<file path="src/rtl/led_color_router_pkg.sv">
// Shared colour-mode encoding and default timing parameters for the LED colour router.
package led_color_router_pkg;

  localparam int unsigned MODE_W               = 2;
  localparam int unsigned DEFAULT_DEBOUNCE_CYC = 16;
  localparam int unsigned DEFAULT_NB_PWM       = 8;

  typedef enum logic [MODE_W-1:0] {
    MODE_GREEN = 2'b00,
    MODE_BLUE  = 2'b01,
    MODE_BOTH  = 2'b10,
    MODE_OFF   = 2'b11
  } mode_e;

  function automatic logic mode_g_on(input mode_e mode);
    return (mode == MODE_GREEN) || (mode == MODE_BOTH);
  endfunction

  function automatic logic mode_b_on(input mode_e mode);
    return (mode == MODE_BLUE) || (mode == MODE_BOTH);
  endfunction

endpackage

</file>
<file path="src/rtl/led_color_router_sw_debounce.sv">
// Two-flop synchronizer followed by a shared debounce counter over a vector of raw switches.
module led_color_router_sw_debounce #(
  parameter int unsigned WIDTH        = 3,
  parameter int unsigned DEBOUNCE_CYC = 16
) (
  input  logic             clk,
  input  logic             rst,
  input  logic [WIDTH-1:0] sw_i,
  output logic [WIDTH-1:0] sw_o
);

  localparam int unsigned   CntW   = $clog2(DEBOUNCE_CYC);
  localparam logic [CntW-1:0] CntMax = CntW'(DEBOUNCE_CYC - 1);

  logic [WIDTH-1:0] sync1_q, sync2_q;
  logic [WIDTH-1:0] deb_q, deb_d;
  logic [CntW-1:0]  cnt_q, cnt_d;

  // Counter measures how long the synchronized vector has differed from the accepted value.
  always_comb begin
    deb_d = deb_q;
    cnt_d = '0;
    if (sync2_q != deb_q) begin
      if (cnt_q == CntMax) begin
        deb_d = sync2_q;
      end else begin
        cnt_d = cnt_q + 1'b1;
      end
    end
  end

  always_ff @(posedge clk) begin
    if (rst) begin
      sync1_q <= '0;
      sync2_q <= '0;
      deb_q   <= '0;
      cnt_q   <= '0;
    end else begin
      sync1_q <= sw_i;
      sync2_q <= sync1_q;
      deb_q   <= deb_d;
      cnt_q   <= cnt_d;
    end
  end

  assign sw_o = deb_q;

endmodule

</file>
<file path="src/rtl/led_color_router.sv">
// LED output stage: plain bank mirrors the pattern, RGB banks gated by a wrap-synchronous
// colour mode, with optional 25% PWM dimming on every bank.
module led_color_router
  import led_color_router_pkg::*;
#(
  parameter int unsigned NB_LED       = 4,
  parameter int unsigned NB_PWM       = DEFAULT_NB_PWM,
  parameter int unsigned DEBOUNCE_CYC = DEFAULT_DEBOUNCE_CYC
) (
  input  logic              clk,
  input  logic              rst,
  input  logic [NB_LED-1:0] i_pattern,
  input  logic              i_valid,
  input  logic [1:0]        i_sw_color,
  input  logic              i_sw_dim,
  output logic [NB_LED-1:0] o_led,
  output logic [NB_LED-1:0] o_led_g,
  output logic [NB_LED-1:0] o_led_b,
  output logic              o_wrap
);

  localparam logic [NB_PWM-1:0] DimOnCnt = NB_PWM'(1) << (NB_PWM - 2);

  logic [2:0]        sw_deb;
  mode_e             state_q, state_d;
  logic [NB_PWM-1:0] pwm_q;
  logic [NB_LED-1:0] led_q, led_d, led_g_q, led_g_d, led_b_q, led_b_d;
  logic              wrap_q, wrap_d;
  logic              en;

  led_color_router_sw_debounce #(
    .WIDTH        (3),
    .DEBOUNCE_CYC (DEBOUNCE_CYC)
  ) u_sw_debounce (
    .clk  (clk),
    .rst  (rst),
    .sw_i ({i_sw_dim, i_sw_color}),
    .sw_o (sw_deb)
  );

  // Outputs gate on the current state, so the wrap pattern itself still shows the old colour.
  always_comb begin
    state_d = state_q;
    wrap_d  = i_valid && i_pattern[NB_LED-1];
    if (wrap_d) begin
      state_d = mode_e'(sw_deb[1:0]);
    end
    en      = !sw_deb[2] || (pwm_q < DimOnCnt);
    led_d   = en ? i_pattern : '0;
    led_g_d = (en && mode_g_on(state_q)) ? i_pattern : '0;
    led_b_d = (en && mode_b_on(state_q)) ? i_pattern : '0;
  end

  always_ff @(posedge clk) begin
    if (rst) begin
      state_q <= MODE_GREEN;
      pwm_q   <= '0;
      led_q   <= '0;
      led_g_q <= '0;
      led_b_q <= '0;
      wrap_q  <= 1'b0;
    end else begin
      state_q <= state_d;
      pwm_q   <= pwm_q + 1'b1;
      led_q   <= led_d;
      led_g_q <= led_g_d;
      led_b_q <= led_b_d;
      wrap_q  <= wrap_d;
    end
  end

  assign o_led   = led_q;
  assign o_led_g = led_g_q;
  assign o_led_b = led_b_q;
  assign o_wrap  = wrap_q;

endmodule

</file>
<file path="config.mk">
export PLATFORM = sky130hd
export DESIGN_NAME = led_color_router
export DESIGN_NICKNAME = d
export VERILOG_FILES = /design/src/rtl/led_color_router_pkg.sv /design/src/rtl/led_color_router_sw_debounce.sv /design/src/rtl/led_color_router.sv
export SDC_FILE = /design/constraint.sdc
export NUM_CORES = 1
export LEC_CHECK = 0
export CORE_ASPECT_RATIO = 1.1
export CORE_MARGIN = 5
export CORE_UTILIZATION = 52
export CTS_BUF_LIST = sky130_fd_sc_hd__clkbuf_4
export CTS_CLUSTER_DIAMETER = 50
export CTS_CLUSTER_SIZE = 14
export DETAILED_ROUTE_END_ITERATION = 8
export PLACE_DENSITY = 0.81
export SETUP_SLACK_MARGIN = 0.05
export SYNTH_ARGS = -nofsm -noshare
export SYNTH_HDL_FRONTEND = slang
export SYNTH_SLANG_ARGS = --single-unit
</file>
<file path="constraint.sdc">
create_clock -name clk -period 1.4 [get_ports clk]
set_clock_uncertainty 0.1 [all_clocks]
set_input_delay 0.42 -clock clk [delete_from_list [all_inputs] [get_ports clk]]
set_output_delay 0.42 -clock clk [all_outputs]
set_load 0.05 [all_outputs]
</file>
==> results.sh, run 1 <==
export IMPL_cp_max_fo=1
export IMPL_area_growth_pct=40.1
export IMPL_wl_per_cell_um=14.0
export IMPL_timing_rr_end="pwm_q[6]"
export IMPL_final_fill_count=156
export IMPL_drc=0
export IMPL_syn_inst=118
export IMPL_numCtsBuffers=5
export IMPL_worst_pin_slew_ns=0.266
export IMPL_fp_dieH_um=60.9
export IMPL_finish_utilization_pct=76.1
export IMPL_status="finished, final reports clean"
export IMPL_dieArea_mm2=0.00342
export IMPL_nNetsFinal=162
export IMPL_final_common_cell="dfxtp_1"
export IMPL_crit_arrival_ns=0.83
export IMPL_numClockSinks=36
export IMPL_drtIter0Drc=9
export IMPL_grt_setup_unrepaired="yes"
export IMPL_slew_viol_final=0
export IMPL_regArea_um2=739
export IMPL_ys_ff_latch=36
export IMPL_hp_class="reg2reg"
export IMPL_cp_top_family="flip-flops"
export IMPL_rows=18
export IMPL_cp_data_required_time_ns=0.88
export IMPL_min_from="pwm_q[0]"
export IMPL_highest_layer="met4"
export IMPL_setup_violations_final=0
export IMPL_ios=23
export IMPL_clk_root_buffer_cell="clkbuf_4"
export IMPL_syn_avg_cell_area_um2=10.4
export IMPL_period_share_pct=96.4
export IMPL_crit_chain="buf_12"
export IMPL_crit_type="reg2out"
export IMPL_placed_area_mm2=0.00163
export IMPL_ys_warn_count=0
export IMPL_finalWirelength_um=2500
export IMPL_grt_usage_pct=17.2
export IMPL_first_pass_iters=4
export IMPL_ff2ff_path_depth=4
export IMPL_hold_end="pwm_q[0]"
export IMPL_gp_congestion=0.703
export IMPL_wl_met2_um=1300
export IMPL_holdPathStages=1
export IMPL_tritoncts="done"
export IMPL_r2r_start="pwm_q[0]"
export IMPL_syn_nets=132
export IMPL_grt_overflow=0
export IMPL_h_tree_depth=2
export IMPL_grt_max_degree=20
export IMPL_tns_ns=0
export IMPL_fin_crit_ns=1.35
export IMPL_die_x_um=56.3
export IMPL_power_mw=1.82
export IMPL_dpl_hpwl_um=1900
export IMPL_num_antenna_cells=0
export IMPL_power_density_mw_per_mm2=1060
export IMPL_ff2ff_setup_slack_ns=0.08
export IMPL_num_vias=930
export IMPL_end_kind="output pin"
export IMPL_route_met3_wl_um=192
export IMPL_drive_above_1_share_pct=29.5
export IMPL_clk_latency_ns=0.33
export IMPL_critPathBufInv=1
export IMPL_start_kind="flip-flop"
export IMPL_ant_nets=0
export IMPL_slowest_stage="dfxtp_2"
export IMPL_ir_drop_uv=972
export IMPL_cpPeakStageDelay_ns=0.36
export IMPL_clockBufferDepth=2
export IMPL_cap_violations=0
export IMPL_ys_types=24
export IMPL_hold_violations=0
export IMPL_met1_length_um=931
export IMPL_design_area_mm2=0.00171
export IMPL_antenna_found_initial=0
export IMPL_ys_seq_area_share_pct=58.9
export IMPL_fmax_mhz=741
export IMPL_path_clk_slew_ns=0.09
export IMPL_via_per_inst=5.20
export IMPL_port_buffers=22
export IMPL_core_area_mm2=0.00225
export IMPL_relSlewSlack_pct=82.2
export IMPL_grt_pass1_wl_um=4220
export IMPL_layoutNonFillerInstCount=179
export IMPL_syn_area_mm2=0.00122
export IMPL_dp_cells=171
export IMPL_multiInputGateArea_um2=497
export IMPL_grt_pass1_vias=925
export IMPL_postCtsSetupBuffers=0
export IMPL_crit_cells=1
export IMPL_total_leakage_power_nw=0.673
export IMPL_final_cell_mix="dfxtp_1 (21), dfxtp_2 (15), buf_12 (13), nor2_1 (12), clkdlybuf4s50_1 (9)"
export IMPL_start_util_pct=54.3
## kinds of logic after synthesis
kind of cell,synth area share [%]
xor gates and xnor gates,5.01
and+or+nand+nor,21.9
buffers and inverters,1.53
adders and majority gates,4.09
DFF,58.9
AOI/OAI and AO/OA,6.14
muxes,2.45
## layout make-up
| class | count | share of cell area (%) |
|---|---|---|
| Inverter | 3 | 0.657 |
| Clock buffer | 7 | 3.07 |
| Timing Repair Buffer | 25 | 21.8 |
| Multi-Input combinational cell | 77 | 29.0 |
| Tap cell | 30 | 2.19 |
| Clock inverter | 1 | 0.219 |
| Sequential cell | 36 | 43.1 |
## cell usage after synthesis
cell type / n / area share [%]
dfxtp_1: 36 / 59
nor2_1: 12 / 3.7
and2_1: 8 / 4.1
nor2b_1: 7 / 3.6
a21oi_1: 6 / 2.5
nand2_1: 6 / 1.8
nand3_1: 5 / 2.0
xnor2_1: 5 / 3.6
and3_1: 4 / 2.0
ha_1: 4 / 4.1
o21ai_0: 4 / 1.6
inv_1: 3 / 0.92
mux2i_1: 3 / 2.5
or3_1: 3 / 1.5
clkbuf_1: 2 / 0.61
xor2_1: 2 / 1.4
a21oi_2: 1 / 0.72
a31o_2: 1 / 0.72
nand3_2: 1 / 0.82
nand4_1: 1 / 0.51
nand4b_1: 1 / 0.72
nor3_1: 1 / 0.41
nor3b_1: 1 / 0.61
o21a_1: 1 / 0.61
## what timing repair did
action	in CTS	in global routing
hold buffers	0	0
pin swaps	0	0
gates resized for setup	14	4
endpoints found under the setup margin	17	21
## stage by stage
stage / setup WS [ns] / hold slack [ns]
floorplan: 0.175 / 0.314
global placement: -0.216 / 0.318
detailed placement: -0.277 / 0.328
CTS: 0.0274 / 0.360
global route: 0.000175 / 0.367
finish: 0.0507 / 0.343
## sequential cells by signal, summed over array words and instances (netlist names)
signal	cells
u_sw_debounce.sync1_q	3
state_q	2
pwm_q	8
u_sw_debounce.sync2_q	3
o_led_g	4
u_sw_debounce.sw_o	3
o_led	4
u_sw_debounce.cnt_q	4
o_wrap	1
o_led_b	4
## report_power, final
group	total [mW]	internal [mW]	switching (mW)
Clock	0.539	0.232	0.307
Combinational	0.195	0.103	0.0924
Sequential	1.08	1.06	0.0249
## worst register-to-register path: stages (launching register included)
cell and delay [ns]:
dfxtp_2 0.37, ha_1 0.22, nand2_1 0.09, or3_1 0.34, a21oi_1 0.14
## worst max path at each step
stage	startpoint	to	slack [ns]
2_1_floorplan	pwm_q[0]	pwm_q[6]	0.17
3_3_place_gp	rst	o_led_g[3]	-0.22
3_5_place_dp	rst	o_led_g[0]	-0.28
4_1_cts	o_led[0]	o_led[0]	0.03
5_1_grt	o_led[0]	o_led[0]	0.0002
6_report	o_led[0]	o_led[0]	0.05
## per-layer routing
metal  GRT usage (%)  vias up
met1            14.8      440
met2            32.2       34
li1                -      450
met3            9.57        6
met5               0        -
met4            9.15        0
(Power assumes the default switching activity.)
==> inputs of run 2 (changes only) <==
PLACE_DENSITY = 0.85   (was 0.81)
==> results.sh, run 2 (synthesized netlist as in run 1, its figures left out) <==
export IMPL_hp_class="reg2reg"
export IMPL_numClockSinks=36
export IMPL_finish_utilization_pct=75.8
export IMPL_wl_per_cell_um=13.1
export IMPL_area_growth_pct=39.5
export IMPL_largest_reg_flops=8
export IMPL_grt_pass1_wl_um=3840
export IMPL_rows=18
export IMPL_start_kind="flip-flop"
export IMPL_grt_overflow=0
export IMPL_power_switching_mw=0.425
export IMPL_ff2ff_setup_slack_ns=0.13
export IMPL_critPathBufInv=1
export IMPL_postCtsSetupBuffers=0
export IMPL_clockBufferDepth=2
export IMPL_start_util_pct=54.3
export IMPL_hold_slack_ns=0.340
export IMPL_design_area_mm2=0.00171
export IMPL_clk_root_buffer_cell="clkbuf_4"
export IMPL_final_common_cell="dfxtp_1"
export IMPL_fp_dieH_um=60.9
export IMPL_crit_type="reg2out"
export IMPL_die_x_um=56.3
export IMPL_grt_usage_pct=15.7
export IMPL_slowest_stage="dfxtp_2"
export IMPL_pwr_share_clk_pct=29.9
export IMPL_tns_ns=0
export IMPL_internal_power_mw=1.39
export IMPL_drive_above_1_share_pct=29.1
export IMPL_num_antenna_cells=0
export IMPL_top_register="pwm_q"
export IMPL_crit_chain="buf_12"
export IMPL_final_fill_count=162
export IMPL_ir_drop_uv=947
export IMPL_port_buffers=22
export IMPL_via_per_inst=4.97
export IMPL_drc=0
export IMPL_post_place_ws_ns=-0.243
export IMPL_gp_congestion=0.721
export IMPL_placed_area_mm2=0.00162
export IMPL_dieArea_mm2=0.00342
export IMPL_crit_arrival_ns=0.83
export IMPL_finalWirelength_um=2330
export IMPL_swShare_pct=23.4
export IMPL_period_share_pct=96.3
export IMPL_layoutNonFillerInstCount=178
export IMPL_hold_violations=0
export IMPL_setup_violations_final=0
export IMPL_path_clk_slew_ns=0.10
export IMPL_ant_nets=0
export IMPL_total_leakage_power_nw=0.668
export IMPL_cp_max_fo=1
export IMPL_first_pass_iters=4
export IMPL_clk_latency_ns=0.34
export IMPL_drtIter0Drc=7
export IMPL_status="finished, final reports clean"
export IMPL_dpl_hpwl_um=1720
export IMPL_core_area_mm2=0.00225
export IMPL_cap_violations=0
export IMPL_grt_max_degree=21
export IMPL_dp_cells=170
export IMPL_hold_buffers=0
export IMPL_relSlewSlack_pct=82.5
export IMPL_fmax_mhz=742
export IMPL_power_mw=1.82
export IMPL_final_cell_mix="dfxtp_1 (21), dfxtp_2 (15), buf_12 (13), nor2_1 (12), clkdlybuf4s50_1 (9)"
export IMPL_num_vias=885
export IMPL_grt_setup_unrepaired="yes"
export IMPL_p_seq_share_pct=59.6
export IMPL_ios=23
export IMPL_power_density_mw_per_mm2=1060
export IMPL_nNetsFinal=161
export IMPL_tritoncts="done"
export IMPL_h_tree_depth=2
export IMPL_grt_pass1_vias=854
export IMPL_p_comb_share_pct=10.5
export IMPL_fin_crit_ns=1.35
export IMPL_worst_pin_slew_ns=0.261
export IMPL_cp_top_family="flip-flops"
export IMPL_cp_data_required_time_ns=0.88
export IMPL_finalWorstSetupSlack_ns=0.0516
export IMPL_end_kind="output pin"
export IMPL_cpPeakStageDelay_ns=0.36
export IMPL_slew_viol_final=0
export IMPL_numCtsBuffers=5
export IMPL_antenna_found_initial=0
[run 2: changes by cell type in the layout (fill, tap and decap cells not counted), sizes merged]
| cell | delta |
|---|---|
| buf | -1 |
[run 2: metal layers]
| metal | global-route usage [%] | vias up | part of all wire, % |
|---|---|---|---|
| met5 | 0 | - | 0 |
| li1 | - | 451 | - |
| met3 | 8.51 | 8 | 7.0 |
| met1 | 16.0 | 396 | 40 |
| met4 | 9.15 | 0 | 3.9 |
| met2 | 26.2 | 30 | 49 |
[run 2: worst paths after layout]
check                                  end        from  cells past startpoint
worst max-delay path            o_led_b[0]  o_led_b[0]                      1
worst min-delay path              pwm_q[0]    pwm_q[0]                      1
worst max register to register    pwm_q[6]    pwm_q[0]                      4
worst min register to register    pwm_q[0]    pwm_q[0]                      1
[run 2: layout make-up]
class	count	area (um^2)	share of cell area, %
Sequential cell	36	739	43.3
Multi-Input combinational cell	77	497	29.1
Clock buffer	7	52.6	3.08
Tap cell	30	37.5	2.20
Clock inverter	1	3.75	0.220
Timing Repair Buffer	24	365	21.4
Inverter	3	11.3	0.660
[run 2: timing repair]
| action | CTS | global route |
|---|---|---|
| resized for setup | 14 | 4 |
| endpoints found under the setup margin | 17 | 21 |
| pin swaps | 0 | 0 |
| endpoints found under the hold margin | 0 | 0 |
[run 2: power groups by stage]
stage,registers (mW),logic [mW],clock network [mW]
final,1.08,0.191,0.543
after global routing,1.09,0.203,0.624
after CTS,1.08,0.192,0.572
after detailed placement,1.10,0.191,0
after global placement,1.10,0.186,0
after floorplan,1.14,0.0442,0
==> inputs of run 3 (changes only) <==
SYNTH_HIERARCHICAL = 1   (was default)
==> results.sh, run 3 <==
export IMPL_ys_ff_latch=36
export IMPL_num_vias=879
export IMPL_relSlewSlack_pct=81.8
export IMPL_numCtsBuffers=5
export IMPL_antenna_found_initial=0
export IMPL_clk_root_buffer_cell="clkbuf_4"
export IMPL_cp_top_family="flip-flops"
export IMPL_synth_edf_count=0
export IMPL_path_clk_slew_ns=0.10
export IMPL_port_buffers=22
export IMPL_cap_violations=0
export IMPL_die_x_um=56.3
export IMPL_power_density_mw_per_mm2=1030
export IMPL_first_pass_iters=3
export IMPL_cp_max_fo=1
export IMPL_synth_common_cells="dfxtp_1 (36), nor2_1 (12), and2_1 (8), a21oi_1 (7), nor2b_1 (7)"
export IMPL_synth_top_area_cell="dfxtp_1"
export IMPL_num_antenna_cells=0
export IMPL_synth_top_area_share_pct=58.8
export IMPL_post_place_ws_ns=-0.335
export IMPL_nNetsFinal=162
export IMPL_crit_type="reg2out"
export IMPL_slew_viol_final=0
export IMPL_ys_types=24
export IMPL_synthArstFlopShare_pct=0
export IMPL_via_per_inst=4.91
export IMPL_synth_area_leaders="dfxtp_1 (59%), and2_1 (4.1%), ha_1 (4.1%), nor2_1 (3.7%), nor2b_1 (3.6%)"
export IMPL_finalWirelength_um=2180
export IMPL_grt_usage_pct=14.8
export IMPL_start_util_pct=54.4
export IMPL_clockBufferDepth=2
export IMPL_grt_max_degree=18
export IMPL_numClockSinks=36
export IMPL_total_leakage_power_nw=0.684
export IMPL_h_tree_depth=2
export IMPL_syn_inst=118
export IMPL_hold_violations=0
export IMPL_rows=18
export IMPL_wl_per_cell_um=12.2
export IMPL_crit_cells=1
export IMPL_gp_congestion=0.733
export IMPL_drive_above_1_share_pct=28.2
export IMPL_clk_latency_ns=0.32
export IMPL_critPathBufInv=1
export IMPL_status="finished, final reports clean"
export IMPL_synth_main_ff_cell="dfxtp_1"
export IMPL_hold_slack_ns=0.335
export IMPL_holdPathStages=2
export IMPL_syn_nets=132
export IMPL_ff2ff_path_depth=4
export IMPL_hp_class="in2reg"
export IMPL_final_cell_mix="dfxtp_1 (22), dfxtp_2 (14), buf_12 (13), nor2_1 (12)"
export IMPL_tritoncts="done"
export IMPL_grt_setup_unrepaired="yes"
export IMPL_cp_data_required_time_ns=0.88
export IMPL_fmax_mhz=744
export IMPL_largest_reg_flops=8
export IMPL_drc=0
export IMPL_yosysMostFrequentCell="dfxtp_1"
export IMPL_cts_resized=14
export IMPL_ir_drop_uv=842
export IMPL_ys_seq_area_share_pct=58.8
export IMPL_core_area_mm2=0.00225
export IMPL_end_kind="output pin"
export IMPL_period_share_pct=95.9
export IMPL_grt_overflow=0
export IMPL_ys_warn_count=6
export IMPL_crit_arrival_ns=0.82
export IMPL_area_growth_pct=39.6
export IMPL_start_kind="flip-flop"
export IMPL_drtIter0Drc=7
export IMPL_syn_area_mm2=0.00123
export IMPL_dieArea_mm2=0.00343
export IMPL_ios=23
export IMPL_dpl_hpwl_um=1730
export IMPL_final_common_cell="dfxtp_1"
export IMPL_fin_crit_ns=1.34
export IMPL_hold_buffers=0
export IMPL_crit_chain="buf_12"
export IMPL_grt_pass1_wl_um=3840
export IMPL_worst_pin_slew_ns=0.273
export IMPL_cpPeakStageDelay_ns=0.36
export IMPL_postCtsSetupBuffers=0
export IMPL_setup_violations_final=0
export IMPL_slowest_stage="dfxtp_2"
export IMPL_grt_pass1_vias=926
export IMPL_ant_nets=0
export IMPL_syn_avg_cell_area_um2=10.4
export IMPL_top_register="pwm_q"
export IMPL_finalWorstSetupSlack_ns=0.0567
export IMPL_fp_dieH_um=60.9
run 3: cells by family (layout without fill, tap and decap cells):
kind of cell | Yosys count | after routing | synth area share, %
xor gates and xnor gates | 7 | 7 | 5.00
adders and majority gates | 4 | 4 | 4.08
DFF | 36 | 36 | 58.8
buffers and inverters | 5 | 36 | 1.63
muxes | 3 | 3 | 2.45
and+or+nand+nor | 50 | 50 | 22.2
AOI/OAI and AO/OA | 13 | 13 | 5.82
run 3: worst paths after layout:
check / startpoint / to / slack [ns]
hold reg to reg: pwm_q[0] / pwm_q[0] / 0.34
setup / recovery: o_led[0] / o_led[0] / 0.06
setup reg to reg: u_sw_debounce/cnt_q[0] / u_sw_debounce/sw_o[0] / 0.12
hold / removal: rst / o_wrap / 0.34
run 3: power breakdown:
group / switching, mW / internal (mW) / total [mW]
clock: 0.309 / 0.184 / 0.493
sequential: 0.0243 / 1.06 / 1.08
combinational: 0.0904 / 0.102 / 0.193
run 3: cell type report:
type,count,area [um^2]
flip-flops and latches,36,738
fillers,157,541
repair buffers,25,375
clock inverters,3,13.8
well taps,30,37.5
multi-input cells,77,498
clock buffers,5,37.5
inverters,3,11.3
run 3: layer usage:
metal,share of wire (%),GRT usage [%],vias up
li1,-,-,450
met1,40,14.0,399
met2,53,28.9,26
met3,5.6,5.96,4
met4,1.6,6.10,0
met5,0,0,-
run 3: through the flow:
| stage | power [mW] | std cells | util (%) | cell area (um^2) | TNS, ns |
|---|---|---|---|---|---|
| final | 1.77 | 179 | 76.0 | 1710 | 0 |
| after global routing | 1.86 | 179 | 76.0 | 1710 | 0 |
| after CTS | 1.79 | 179 | 75.5 | 1700 | 0 |
| after detailed placement | 1.30 | 171 | 72.3 | 1630 | -6.83 |
| after global placement | 1.29 | 171 | 72.3 | 1630 | -5.49 |
| after floorplan | 1.19 | 118 | - | 1230 | 0 |
